===== src/rtl/simple_pkg.sv =====
// Shared constants for the execute/write-back stage: condition codes,
// {S,Z,C,V} bit positions and default datapath/register-address widths.
package simple_pkg;

  localparam int DATA_W_DEF = 16;
  localparam int REG_AW_DEF = 3;

  localparam int SZCV_S = 3;
  localparam int SZCV_Z = 2;
  localparam int SZCV_C = 1;
  localparam int SZCV_V = 0;

  localparam logic [3:0] CC_BE   = 4'h0;
  localparam logic [3:0] CC_BLT  = 4'h1;
  localparam logic [3:0] CC_BLE  = 4'h2;
  localparam logic [3:0] CC_BNE  = 4'h3;
  localparam logic [3:0] CC_BCS  = 4'h4;
  localparam logic [3:0] CC_B    = 4'h7;
  localparam logic [3:0] CC_NONE = 4'hF;

endpackage


===== src/rtl/cond_eval.sv =====
// Combinational branch-condition evaluator over the {S,Z,C,V} flag register.
module cond_eval
  import simple_pkg::*;
(
  input  logic [3:0] flags,
  input  logic [3:0] br_cond,
  output logic       taken
);

  always_comb begin
    taken = 1'b0;
    case (br_cond)
      CC_BE:   taken = flags[SZCV_Z];
      CC_BLT:  taken = flags[SZCV_S] ^ flags[SZCV_V];
      CC_BLE:  taken = flags[SZCV_Z] | (flags[SZCV_S] ^ flags[SZCV_V]);
      CC_BNE:  taken = ~flags[SZCV_Z];
      CC_BCS:  taken = flags[SZCV_C];
      CC_B:    taken = 1'b1;
      default: taken = 1'b0;
    endcase
  end

endmodule


===== src/rtl/ex_wb_stage.sv =====
// Execute/write-back stage: holds one register write, owns the flag register
// and resolves branches. Define FWD_PATH_EN to drive the fwd_* bypass outputs.
module ex_wb_stage
  import simple_pkg::*;
#(
  parameter int DATA_W = DATA_W_DEF,
  parameter int REG_AW = REG_AW_DEF
) (
  input  logic              clk,
  input  logic              rst_n,
  input  logic              in_valid,
  output logic              in_ready,
  input  logic [DATA_W-1:0] alu_res,
  input  logic [3:0]        alu_szcv,
  input  logic              set_flags,
  input  logic              wr_req,
  input  logic [REG_AW-1:0] dst_reg,
  input  logic [3:0]        br_cond,
  input  logic [DATA_W-1:0] br_target,
  input  logic              flush,
  input  logic              out_ready,
  output logic              wb_valid,
  output logic [REG_AW-1:0] wb_addr,
  output logic [DATA_W-1:0] wb_data,
  output logic [3:0]        flags,
  output logic              br_taken,
  output logic [DATA_W-1:0] br_addr,
  output logic              fwd_valid,
  output logic [REG_AW-1:0] fwd_addr,
  output logic [DATA_W-1:0] fwd_data
);

  // Handshake: an instruction transfers when in_valid && in_ready; a held
  // write retires when wb_valid && out_ready. flush vetoes the transfer.
  logic              wb_valid_q, wb_valid_d;
  logic [REG_AW-1:0] wb_addr_q, wb_addr_d;
  logic [DATA_W-1:0] wb_data_q, wb_data_d;
  logic [3:0]        flags_q, flags_d;
  logic              br_taken_q, br_taken_d;
  logic [DATA_W-1:0] br_addr_q, br_addr_d;
  logic              accept;
  logic              cond_taken;

  assign in_ready = !wb_valid_q || out_ready;
  assign accept   = in_valid && in_ready && !flush;

  // Evaluated against the flags before this instruction's own update.
  cond_eval u_cond_eval (
    .flags   (flags_q),
    .br_cond (br_cond),
    .taken   (cond_taken)
  );

  always_comb begin
    wb_valid_d = wb_valid_q;
    wb_addr_d  = wb_addr_q;
    wb_data_d  = wb_data_q;
    flags_d    = flags_q;
    br_taken_d = 1'b0;
    br_addr_d  = br_addr_q;
    if (flush) begin
      wb_valid_d = 1'b0;
    end else begin
      if (wb_valid_q && out_ready) wb_valid_d = 1'b0;
      if (accept && wr_req) begin
        wb_valid_d = 1'b1;
        wb_addr_d  = dst_reg;
        wb_data_d  = alu_res;
      end
      if (accept && set_flags) flags_d = alu_szcv;
      if (accept && cond_taken) begin
        br_taken_d = 1'b1;
        br_addr_d  = br_target;
      end
    end
  end

  always_ff @(posedge clk or negedge rst_n) begin
    if (!rst_n) begin
      wb_valid_q <= 1'b0;
      wb_addr_q  <= '0;
      wb_data_q  <= '0;
      flags_q    <= 4'h0;
      br_taken_q <= 1'b0;
      br_addr_q  <= '0;
    end else begin
      wb_valid_q <= wb_valid_d;
      wb_addr_q  <= wb_addr_d;
      wb_data_q  <= wb_data_d;
      flags_q    <= flags_d;
      br_taken_q <= br_taken_d;
      br_addr_q  <= br_addr_d;
    end
  end

  assign wb_valid = wb_valid_q;
  assign wb_addr  = wb_addr_q;
  assign wb_data  = wb_data_q;
  assign flags    = flags_q;
  assign br_taken = br_taken_q;
  assign br_addr  = br_addr_q;

`ifdef FWD_PATH_EN
  assign fwd_valid = wb_valid_q;
  assign fwd_addr  = wb_addr_q;
  assign fwd_data  = wb_data_q;
`else
  assign fwd_valid = 1'b0;
  assign fwd_addr  = '0;
  assign fwd_data  = '0;
`endif

endmodule


===== config.mk =====
export PLATFORM = sky130hd
export DESIGN_NAME = ex_wb_stage
export DESIGN_NICKNAME = d
export VERILOG_FILES = /design/src/rtl/simple_pkg.sv /design/src/rtl/cond_eval.sv /design/src/rtl/ex_wb_stage.sv
export SDC_FILE = /design/constraint.sdc
export NUM_CORES = 1
export LEC_CHECK = 0
export CAP_MARGIN = 5
export CORE_ASPECT_RATIO = 1.4
export CORE_MARGIN = 2
export CORE_UTILIZATION = 37
export DETAILED_ROUTE_END_ITERATION = 10
export PLACE_DENSITY_LB_ADDON = 0.05
export SKIP_CTS_REPAIR_TIMING = 1
export SYNTH_ARGS = -nofsm -noshare
export SYNTH_HDL_FRONTEND = slang
export SYNTH_SLANG_ARGS = --single-unit

===== constraint.sdc =====
create_clock -name clk -period 2.2 [get_ports clk]
set_input_delay 0.44 -clock clk [delete_from_list [all_inputs] [get_ports clk]]
set_output_delay 0.44 -clock clk [all_outputs]
set_load 0.01 [all_outputs]

# Word-level counts from Yosys, hierarchy flattened
# Index checks and enable logic that the tools add are counted.
# op_classes
n_addsub	0
multipliers	0
div	0
order_cmp	0
n_eq_ne	5
shifts	0
mux	6
bitwise_logic	4
n_reduce_logical	14
# ops
op	count
$eq A4 B2 Y1 const B	2
$eq A4 B3 Y1 const B	2
$logic_and A1 B1 Y1	6
$pmux W1 S6	1
$reduce_and A2 Y1	3
$mux W1	5
$eq A4 B1 Y1 const B	1
$logic_not A4 Y1	1
$reduce_bool A3 Y1	1
$logic_not A1 Y1	2
$not A1 Y1	2
$logic_or A1 B1 Y1	1
$or A1 B1 Y1	1
$xor A1 B1 Y1	1
# word_totals
ff_bits	41
latchBits	0
ramBits	0
rom_bits	0
inputBits	50
out_inout_bits	62
wordCells	35
mem_count	0

# Depth between registers and ports, before layout
# Gate-level depths: netlist (run 1).
# logic_depth
word_depth	7
depth_mapped	5
mapped_depth_nobuf	4

# By module
# From an unflattened synthesis (run 1), not the netlist that was laid out.
# hier_totals
hier_cells	119
hier_area_um2	1813.0
# modules_own_cells
module	n_inst	cells_per_inst	area_per_inst_um2	seq_area_each_um2
ex_wb_stage	1	111	1755.4	1026.0
cond_eval	1	8	57.6	0.0

# Least setup slack after synthesis (run 1)
# Ideal clock, no wire load.
# synth_timing
path_type	input port to flip-flop
start	input port br_cond[1]
end	register br_addr_q[0] (netlist: br_addr[0])
setup_ps	125
arrival_ps	1695
required_ps	2075
path_slack_ps	380
path_stages	5
n_path_buf	1
cell_sequence	or3b_2 -> nand3_1 -> o2111ai_4 -> buf_6 -> mux2_4
# synth_between
elab_chain_cells	4
word_cells_on_any_way	9
cone_classes	eq/ne (5); mux (1); reduce/logical (3)
# synth_lines
item	line_no	rtl
start, declared	ex_wb_stage.sv:18	input logic [3:0] br_cond,
$eq A4 B3 Y1, or another cell as far along	cond_eval.sv:12	case (br_cond)
$pmux W1 S6 *	cond_eval.sv:12	
$logic_and A1 B1 Y1 *	ex_wb_stage.sv:71	if (accept && cond_taken) begin
$reduce_and A2 Y1 (no line) *	--	
end signal, assigned	ex_wb_stage.sv:92	br_addr_q <= br_addr_d;
end, declared	ex_wb_stage.sv:40	logic [DATA_W-1:0] br_addr_q, br_addr_d;
# Mark *: on every way between the ends. The rest lies on a longest branch, timed or not.
# A chain may end at the register's enable or synchronous reset.

# Final worst setup path (run 1)
# layout_timing
start	input port out_ready
end	output port in_ready
# layout_between
elab_chain_cells	1
# layout_lines
item	line_no	rtl
start, declared	ex_wb_stage.sv:21	input logic out_ready,
$logic_or A1 B1 Y1	ex_wb_stage.sv:44	assign in_ready = !wb_valid_q || out_ready;
end, declared	ex_wb_stage.sv:12	output logic in_ready,
# No other way between the ends.

==> results.cfg, run 1 <==
[cells_and_area]
drive_gt1_share_pct = 25.11
final_cell_area_um2 = 2855
n_antenna_cell = 0
fillers = 421
synthToLayoutAreaGrowth_pct = 58.80
finish.utilization_pct = 59.89
nets = 272

[global_route]
grt_pass1_wl_um = 6065
track_usage_pct = 14.39
grt_max_degree = 42
grt_pass1_vias = 1365
overflow = 0
antenna_found_initial = 0

[clock_network]
cts_sinks = 41
clk_latency_ps = 290
cts_tree = built
clkTransAtPathRegs_ps = 70
h-tree-depth = 2
cts_buffer_depth = 2
root_buffer = clkbuf_8
numCtsBuffers = 5

[worst_setup_path]
crit_start = out_ready
cp-start-kind = primary input
critPathKind = in2out
ff2ff_path_depth = 5
rrSetupSlack_ps = 440
endpoint_kind = primary output
required_ps = 1760
critical_path_arrival_ps = 1560
crit_path_end = in_ready
crit_fanout = 3
r2r_end = br_addr[7]
r2r_start = flags[2]

[timing]
finalHoldViolCount = 0
finClkSkew_ps = 7.807
final-setup-viol-count = 0
relSlewSlack_pct = 66.53
min_period_over_period_pct = 91.09
fin_tns_setup_ps = 0
clock.fmax_mhz = 499.0
rsz0062_at_grt = no
drv_slew = 0
period_needed_ps = 2004
worst_pin_slew_ps = 502.1

[floorplanning]
die_w_um = 62.92
ioPinCount = 112
core_um2 = 4767
num_rows = 30
die_h_um = 86.48
die_area_um2 = 5441
start_util_pct = 37.72

[synth]
synth_top_area_share_pct = 57.06
synth.largest_area_cell = dfrtp_1
synth_area_leaders = dfrtp_1 57%, mux2_2 19%, buf_4 8.4%
avgSynthCellArea_um2 = 14.74
syn_inst = 122
synth_cell_type_count = 19
seq_area_frac_synth_pct = 57.06
yosys_warnings = 0
synth_area_um2 = 1798
ys_ff_latch = 41

[hold_path]
min_path_type = in2async

[power_and_ir_drop]
p_total_mw = 2.485
leakage_nw = 1.278
peakVddDrop_uv = 448.1
powerDensity_nw_per_um2 = 870.3

[place]
placed_area_um2 = 2754
hpwl_um = 3085
place_congestion = 0.7603
port_buffers = 91

[drt]
firstDrtPassIters = 3
drtAntennaViolNets = 0
drtIter0Drc = 23
vias = 1248
vias_per_cell = 4.348
drc = 0
routedWlPerCell_um = 13.75
drt_wl_total_um = 3947

[status]
outcome = finished clean

[flow_run]
maxCapViolations = 0
-- layout make-up --
| type | count | area, µm² | share of cell area, % |
|---|---|---|---|
| Sequential cell | 41 | 1026 | 35.93 |
| Timing Repair Buffer | 97 | 975.9 | 34.18 |
| Multi-Input combinational cell | 74 | 660.6 | 23.14 |
| Clock buffer | 7 | 96.34 | 3.374 |
| Tap cell | 64 | 80.08 | 2.805 |
| Inverter | 3 | 11.26 | 0.3944 |
| Clock inverter | 1 | 5.005 | 0.1753 |
-- metrics by stage --
stage               worst slack [ps]  instances  hold WS (ps)
global placement              -37.91        279         487.5
finish                         196.0        287         204.9
floorplan                      380.0        141         144.4
CTS                            189.9        287         217.3
global route                   151.5        287         250.1
detailed placement            -109.3        279         491.0
-- power breakdown --
group / total [mW] / internal (mW) / switching (mW)
logic: 0.897 / 0.598 / 0.299
registers: 1.06 / 0.948 / 0.111
clock network: 0.528 / 0.283 / 0.245
total: 2.48 / 1.83 / 0.655
-- state kept, by name, indices dropped and copies added, names as in the netlist --
register and flops:
wb_valid 1, wb_data 16, wb_addr 3, flags 4
br_taken 1, br_addr 16
-- worst max-delay path: stages --
cell and delay (ps):
clkdlybuf4s50_1 450, nand2b_1 130, clkdlybuf4s50_1 540
-- worst min path at each step --
stage	start	endpoint	slack [ps]	cells past startpoint
floorplan	rst_n	br_addr[0]	140	0
global placement	wb_data[7]	wb_data[7]	490	1
detailed placement	wb_data[4]	wb_data[4]	490	1
CTS	rst_n	flags[2]	220	2
global route	rst_n	wb_addr[2]	250	2
finish	rst_n	wb_data[9]	200	2
-- cells in the mapped netlist --
cell and instances:
dfrtp_1 41, mux2_2 30, buf_4 20, mux2_4 9, inv_1 3, nand2_1 3, a211oi_1 2, and3b_1 2
buf_2 2, buf_6 1, conb_1 1, nand2b_1 1, nand3_1 1, nor2_1 1, nor3_1 1, o2111ai_4 1
o21ai_0 1, or3b_2 1, xnor2_1 1
-- logic make-up after synthesis --
logic type             count (synthesis)  share of synthesized area (%)
AO/OA/AOI/OAI                          4                          2.575
multiplexers                          39                          26.30
other                                  1                         0.2086
XOR/XNOR                               1                         0.4872
AND/OR/NAND/NOR                       10                          3.201
flip-flops                            41                          57.06
buffers and inverters                 26                          10.16
-- placed cells by master (no fill, tap or decap) --
master and count:
clkdlybuf4s50_1 90, dfrtp_1 41, mux2_2 30, conb_1 20, mux2_4 9, clkbuf_8 7
buf_4 4, inv_1 3, nand2_1 3, and3b_1 2, a211oi_1 2, buf_12 2
xnor2_1 1, nor2_1 1, nor3_1 1, or3b_2 1, nand3_1 1, nand2b_1 1
o2111ai_4 1, o21ai_0 1, clkinv_2 1, buf_2 1
-- per-layer routing --
metal / part of all wire [%] / up-vias / wire length (µm) / track usage [%]
met3: 7.4 / 7 / 293 / 4.545
met1: 37 / 606 / 1447 / 14.97
met2: 54 / 63 / 2146 / 26.31
met5: 0 / - / 0 / 0
met4: 1.5 / 0 / 60 / 6.465
li1: - / 572 / - / -
Note: power is estimated with default switching activity, not from simulation.
==> run 2, diff against run 1 <==
CTS_CLUSTER_DIAMETER = 200   (was not set)
==> results of run 2 <==
Final layout, timing and power as in run 1 (identical DEF).
==> run 3, diff against run 2 <==
RECOVER_POWER = 50   (was not set)
==> run 3 against run 2 <==
Register-to-register slack hardly changed; routed wire length barely moved; sequential power hardly changed; critical path depth stayed put; clock power about the same; flip-flop and latch count did not move; die area stayed put; clock-buffer cell count unchanged; cell count stayed put; clock skew barely moved.
==> results.cfg, run 3 (synthesized netlist as in run 1, its figures left out) <==
[place]
port_buffers = 91
hpwl_um = 3085
place_congestion = 0.7603
placed_cells = 279

[cells_and_area]
layout_commonest_cell = clkdlybuf4s50_1
n_antenna_cell = 0
fillers = 424
regArea_um2 = 1026
final_cell_mix = 74 x clkdlybuf4s50_1, 41 x dfrtp_1, 30 x mux2_2
drive_gt1_share_pct = 25.11
finish.utilization_pct = 59.53
nets = 272
synthToLayoutAreaGrowth_pct = 57.83
multi_input_comb_area_um2 = 660.6
fin_cells = 287

[power_and_ir_drop]
leakage_nw = 1.287
peakVddDrop_uv = 447.0
powerDensity_nw_per_um2 = 863.4

[worst_setup_path]
rrSetupSlack_ps = 440
worstPathCellList = clkdlybuf4s50_1 -> nand2b_1 -> clkdlybuf4s50_1
ff2ff_path_depth = 5
required_ps = 1760
cpMostUsedCell = clkdlybuf4s50_1
crit_start = out_ready
endpoint_kind = primary output
slowest_stage = clkdlybuf4s50_1
cp-start-kind = primary input
r2r_start = flags[2]
critical_path_arrival_ps = 1560
crit_path_end = in_ready
crit_fanout = 3
cp_slowest_stage_delay_ps = 540
critPathKind = in2out
r2r_end = br_addr[7]

[drt]
routedWlPerCell_um = 13.75
firstDrtPassIters = 3
vias_per_cell = 4.345
drtAntennaViolNets = 0
vias = 1247
drtIter0Drc = 21
drt_wl_total_um = 3945
drc = 0

[timing]
worst_pin_slew_ps = 990.4
min_period_over_period_pct = 91.09
clock.fmax_mhz = 499.0
finClkSkew_ps = 7.927
rsz0062_at_grt = no
relSlewSlack_pct = 33.98
finalHoldViolCount = 0
final-setup-viol-count = 0
period_needed_ps = 2004
drv_slew = 0

[floorplanning]
die_h_um = 86.48
ioPinCount = 112
num_rows = 30
start_util_pct = 37.72
die_area_um2 = 5441
core_um2 = 4767
die_w_um = 62.92

[status]
outcome = finished clean

[flow_run]
maxCapViolations = 0

[hold_path]
min_path_type = in2async

[global_route]
overflow = 0
antenna_found_initial = 0
grt_pass1_wl_um = 6065
grt_pass1_vias = 1365
grt_max_degree = 42
track_usage_pct = 14.39

[clock_network]
clk_latency_ps = 290
cts_buffer_depth = 2
h-tree-depth = 2
root_buffer = clkbuf_8
cts_sinks = 41
numCtsBuffers = 5
cts_tree = built
clkTransAtPathRegs_ps = 70
-- run 3: changes by cell type in the layout (fill, tap and decap cells not counted), sizes merged --
| cell | before | now |
|---|---|---|
| buf | 7 | 5 |
| dlygate4sd3 | 0 | 16 |
| clkdlybuf4s50 | 90 | 74 |
| clkbuf | 7 | 9 |
-- run 3: critical path: cells and delay by family --
kind / cells / cell delay (ps)
simple gates: 1 / 130
buf+inv: 2 / 990
-- run 3: worst min path at each step --
stage                     slack [ps]  startpoint         end
after floorplan                  140       rst_n  br_addr[0]
after global placement           490  wb_data[7]  wb_data[7]
after detailed placement         490  wb_data[4]  wb_data[4]
after CTS                        220       rst_n    flags[2]
after global routing             490       rst_n  wb_addr[2]
final                            390       rst_n  wb_data[9]
-- run 3: layout make-up --
class | instances | share of cell area [%]
clock inverters | 1 | 0.1764
repair buffers | 97 | 33.77
flip-flops and latches | 41 | 36.16
inverters | 3 | 0.3968
multi-input cells | 74 | 23.28
clock buffers | 7 | 3.395
well taps | 64 | 2.822
-- run 3: report_power, final --
group / total, mW / internal, mW / switching [mW]
Combinational: 0.866 / 0.567 / 0.299
Clock: 0.529 / 0.283 / 0.245
Sequential: 1.06 / 0.948 / 0.108
Total: 2.45 / 1.80 / 0.651
-- run 3: through the flow --
stage                     power [mW]  cell area (µm²)  worst slack, ps  TNS (ps)  hold slack, ps
after global routing           2.582             2838            125.1         0           487.3
after floorplan                1.440             1869            380.0         0           144.4
after CTS                      2.527             2855            189.9         0           217.3
after global placement         1.954             2754           -37.91    -419.2           487.5
after detailed placement       1.981             2754           -109.3     -1378           491.0
final                          2.450             2838            196.1         0           387.4
-- run 3: metal layers --
metal  vias up  wire length (µm)  GRT usage [%]
li1        573                 -              -
met1       604              1459          14.97
met2        63              2128          26.31
met3         7               296          4.545
met4         0                60          6.465
met5         -                 0              0
